### src/rtl/full_adder.sv
// ----------------------------------------------------------------------------
// full_adder
//
// Parameterised ripple-carry adder built from per-bit full-adder cells.
// Produces a zero-latency combinational sum/carry and a registered copy of
// the result together with a signed-overflow flag and a one-cycle valid.
// WIDTH=1 is the classic single-bit full adder.
//
// Parameters:
//   WIDTH   operand width in bits (>= 1)
//
// Ports:
//   clk     system clock; registered outputs update on the rising edge
//   rst_n   asynchronous active-low reset; clears the registered stage only
//   a, b    operands (unsigned or two's complement)
//   cin     carry into bit 0
//   en      capture enable for the registered stage
//   sum     combinational (a + b + cin) mod 2^WIDTH
//   cout    combinational carry out of the MSB
//   sum_q   registered sum
//   cout_q  registered carry out
//   ovf_q   registered signed overflow
//   vld_q   high the cycle after a capture (en=1)
// ----------------------------------------------------------------------------
module full_adder #(
    parameter int WIDTH = 1
) (
    input  logic             clk,
    input  logic             rst_n,
    input  logic [WIDTH-1:0] a,
    input  logic [WIDTH-1:0] b,
    input  logic             cin,
    input  logic             en,
    output logic [WIDTH-1:0] sum,
    output logic             cout,
    output logic [WIDTH-1:0] sum_q,
    output logic             cout_q,
    output logic             ovf_q,
    output logic             vld_q
);

    // carry[i] is the carry into bit i; carry[WIDTH] leaves the MSB.
    logic [WIDTH:0] carry;
    logic           ovf;

    assign carry[0] = cin;

    // One full-adder cell per bit, chained through the carry vector.
    for (genvar i = 0; i < WIDTH; i++) begin : g_cell
        logic prop;

        assign prop         = a[i] ^ b[i];
        assign sum[i]       = prop ^ carry[i];
        assign carry[i + 1] = (a[i] & b[i]) | (carry[i] & prop);
    end

    assign cout = carry[WIDTH];

    // Signed overflow: carry into the sign bit differs from carry out of it.
    // For WIDTH=1 the carry into the sign bit is cin itself.
    assign ovf = carry[WIDTH] ^ carry[WIDTH-1];

    // Registered stage.
    // NOTE: sequential state uses non-blocking assignments so every flop
    // samples pre-edge values regardless of statement order.
    always_ff @(posedge clk or negedge rst_n) begin
        if (!rst_n) begin
            sum_q  <= '0;
            cout_q <= 1'b0;
            ovf_q  <= 1'b0;
            vld_q  <= 1'b0;
        end else begin
            vld_q <= en;
            // NOTE: holding on en=0 inside a clocked block infers a
            // clock-enabled flop, not a latch.
            if (en) begin
                sum_q  <= sum;
                cout_q <= cout;
                ovf_q  <= ovf;
            end
        end
    end

endmodule

### config.mk
export PLATFORM = sky130hd
export DESIGN_NAME = full_adder
export DESIGN_NICKNAME = d
export VERILOG_FILES = /design/src/rtl/full_adder.sv
export SDC_FILE = /design/constraint.sdc
export NUM_CORES = 1
export LEC_CHECK = 0
export ABC_AREA = 1
export BUFFER_PORTS_ARGS = -buffer_cell sky130_fd_sc_hd__buf_2
export CAP_MARGIN = 20
export CORE_AREA = 2 2 39 41
export DETAILED_ROUTE_END_ITERATION = 16
export DIE_AREA = 0 0 41 43
export PLACE_DENSITY = 0.32
export SYNTH_ARGS = -nofsm -noshare
export SYNTH_HDL_FRONTEND = slang
export SYNTH_SLANG_ARGS = --single-unit
### constraint.sdc
create_clock -name clk -period 0.95 [get_ports clk]
set_input_delay 0.19 -clock clk [delete_from_list [all_inputs] [get_ports clk]]
set_output_delay 0.19 -clock clk [all_outputs]
set_load 0.02 [all_outputs]
==> results.py <==
metrics = {
    "floorplanning": {
        "die-area_um2": 1760,
        "die_h_um": 43,
        "die_x_um": 41,
        "rows": 14,
        "initial_core_util_pct": 12.7,
        "core_area_um2": 1380,
        "pin_count": 12,
    },
    "synthesis": {
        "avgSynthCellArea_um2": 9.73,
        "yosys_warnings": 0,
        "synth_fp_nets": 25,
        "syn_inst": 18,
        "synth_cell_types": 6,
        "syn-cell-area_um2": 175,
        "ys_seq_elements": 4,
        "seq_area_frac_synth_pct": 57.1,
    },
    "pwr": {
        "p_total_mw": 0.596,
        "power_density_nw_per_um2": 1620,
        "switching_share_pct": 27.0,
        "p_int_mw": 0.435,
        "p_comb_share_pct": 32.1,
        "p_switching_mw": 0.161,
        "pwr-share-clk_pct": 34.2,
        "power_frac_seq_pct": 33.7,
        "peakVddDrop_v": 0.000481,
        "power.leakage_nw": 0.195,
    },
    "timing": {
        "finalSetupViolations": 2,
        "hold_violations": 0,
        "worst-slew-pin-transition_ns": 0.133,
        "slew_headroom_pct": 91.1,
        "timing.final.max_slew_violations": 0,
        "setup_tns_ns": -0.279,
        "finalCritPeriodShare_pct": 123,
        "fin_hold_ws_ns": 0.128,
        "min_period_ns": 1.17,
        "fin_ws_ns": -0.216,
        "rsz0062_at_grt": "yes",
        "fin_skew_ns": 0,
        "fmax_mhz": 858,
    },
    "critical_path": {
        "crit_fanout": 2,
        "required_ns": 0.76,
        "path_cells": "buf_6, fa_2, buf_6",
        "start_kind": "primary input",
        "crit_path_end_kind": "output pin",
        "cp.arrival_ns": 0.98,
        "cpPeakStageDelay_ns": 0.57,
        "crit_type": "in -> out",
        "cp_slowest_cell": "fa_2",
        "cpMostUsedCell": "buf_6",
    },
    "finish": {
        "multi_input_area_um2": 71.3,
        "synthToLayoutAreaGrowth_pct": 110,
        "final_area_um2": 368,
        "instances_no_fill": 53,
        "finish.utilization_pct": 26.6,
        "layout.nets": 46,
        "regArea_um2": 100,
        "drive_above_1_share_pct": 59.5,
        "nFillCells": 152,
        "n_antenna_cell": 0,
    },
    "global_route": {
        "gr-total-overflow": 0,
        "grt_max_degree": 5,
        "grt_usage_pct": 7.16,
        "grt_pass1_wl_um": 710,
        "antenna_found_initial": 0,
        "grt_pass1_vias": 189,
    },
    "routing": {
        "drtAntennaViolNets": 0,
        "first_iter_violations": 1,
        "detail_route.wl_per_cell_um": 8.30,
        "drt_pass1_iterations": 2,
        "routed_via_density": 3.40,
        "drt-total-wl_um": 440,
        "drc": 0,
        "vias": 180,
    },
    "place": {
        "placed_area_um2": 260,
        "place_ws_ns": -0.269,
        "placed_cells": 46,
        "gp_congestion": 0.588,
        "io_buffers": 11,
    },
    "cts": {
        "cts_sinks": 4,
        "cts_made_buffers": 3,
        "clockBufferDepth": 2,
        "cts.clk_slew.worst_paths_ns": 0.04,
        "clk_latency_ns": 0.23,
        "cts_tree": "yes",
        "ctsRootBufferMaster": "clkbuf_4",
        "htreeDepth": 1,
    },
    "worst_hold_path": {
        "hold_path_class": "in -> reg",
    },
    "run": {
        "cap_violations": 0,
    },
    "status": {
        "status": "finished, violations left",
        "violations": "negative setup slack",
    },
}
kinds of logic (layout without fill, tap and decap cells):
logic type,count (synthesis),count (layout),share of synthesized area [%]
flops,4,4,57.1
simple gates,9,9,20.0
fa+ha+maj,1,1,11.4
buf+inv,3,22,6.43
compound gates,1,1,5.00
metal layers:
metal	routed length [um]	track usage, %	up-vias
li1	-	-	91
met1	145	6.51	76
met2	222	7.81	11
met3	52	4.19	2
met4	19	12.0	0
met5	0	0	-
path summary, 6_finish.rpt:
check,from,endpoint,slack [ns],depth (start not counted)
min,en,vld_q,0.13,1
min in group asynchronous,rst_n,cout_q,0.30,2
max reg2reg,ovf_q,ovf_q,0.23,3
max,a,sum,-0.22,3
max in group asynchronous,rst_n,sum_q,0.54,2
min reg2reg,cout_q,cout_q,0.50,2
synth_stat cells:
master	instances	area, um2
nand3_1	1	5.00
nand2_1	8	30.0
fa_1	1	20.0
inv_1	3	11.3
dfrtp_1	4	100
o21ai_2	1	8.76
worst max-delay path: cells and delay by family:
kind | cells | cell delay (ns)
adder cells (fa/ha/maj) | 1 | 0.57
buffers and inverters | 2 | 0.21
power by group through the flow:
| stage | clock [mW] | combinational, mW | sequential [mW] |
|---|---|---|---|
| 2_1_floorplan | 0 | 0.0517 | 0.224 |
| 3_3_place_gp | 0 | 0.124 | 0.199 |
| 3_5_place_dp | 0 | 0.125 | 0.200 |
| 4_1_cts | 0.215 | 0.179 | 0.202 |
| 5_1_grt | 0.234 | 0.208 | 0.202 |
| 6_report | 0.204 | 0.191 | 0.201 |
sequential cells by signal (all words and copies together), names as in the netlist:
signal  flops
sum_q       1
vld_q       1
ovf_q       1
cout_q      1
final cells by class:
| class | count | area share [%] |
|---|---|---|
| Inverter | 3 | 3.06 |
| Clock buffer | 3 | 6.12 |
| Multi-Input combinational cell | 11 | 19.4 |
| Tap cell | 16 | 5.44 |
| Sequential cell | 4 | 27.2 |
| Timing Repair Buffer | 16 | 38.8 |
placed cells by master, fill, tap and decap left out:
master	n
inv_1	2
clkbuf_4	3
buf_2	4
dlygate4sd3_1	1
o21ai_2	1
nand2_1	8
buf_6	8
nand3_2	1
inv_2	1
fa_2	1
buf_4	3
dfrtp_1	4
repair_timing:
action,4_1_cts,5_1_grt
setup buffers,2,1
pin swaps,1,1
setup endpoints to repair,5,6
hold endpoints to repair,4,0
resized for setup,11,4
hold buffers,1,0
Note: power is estimated with default switching activity, not from simulation.
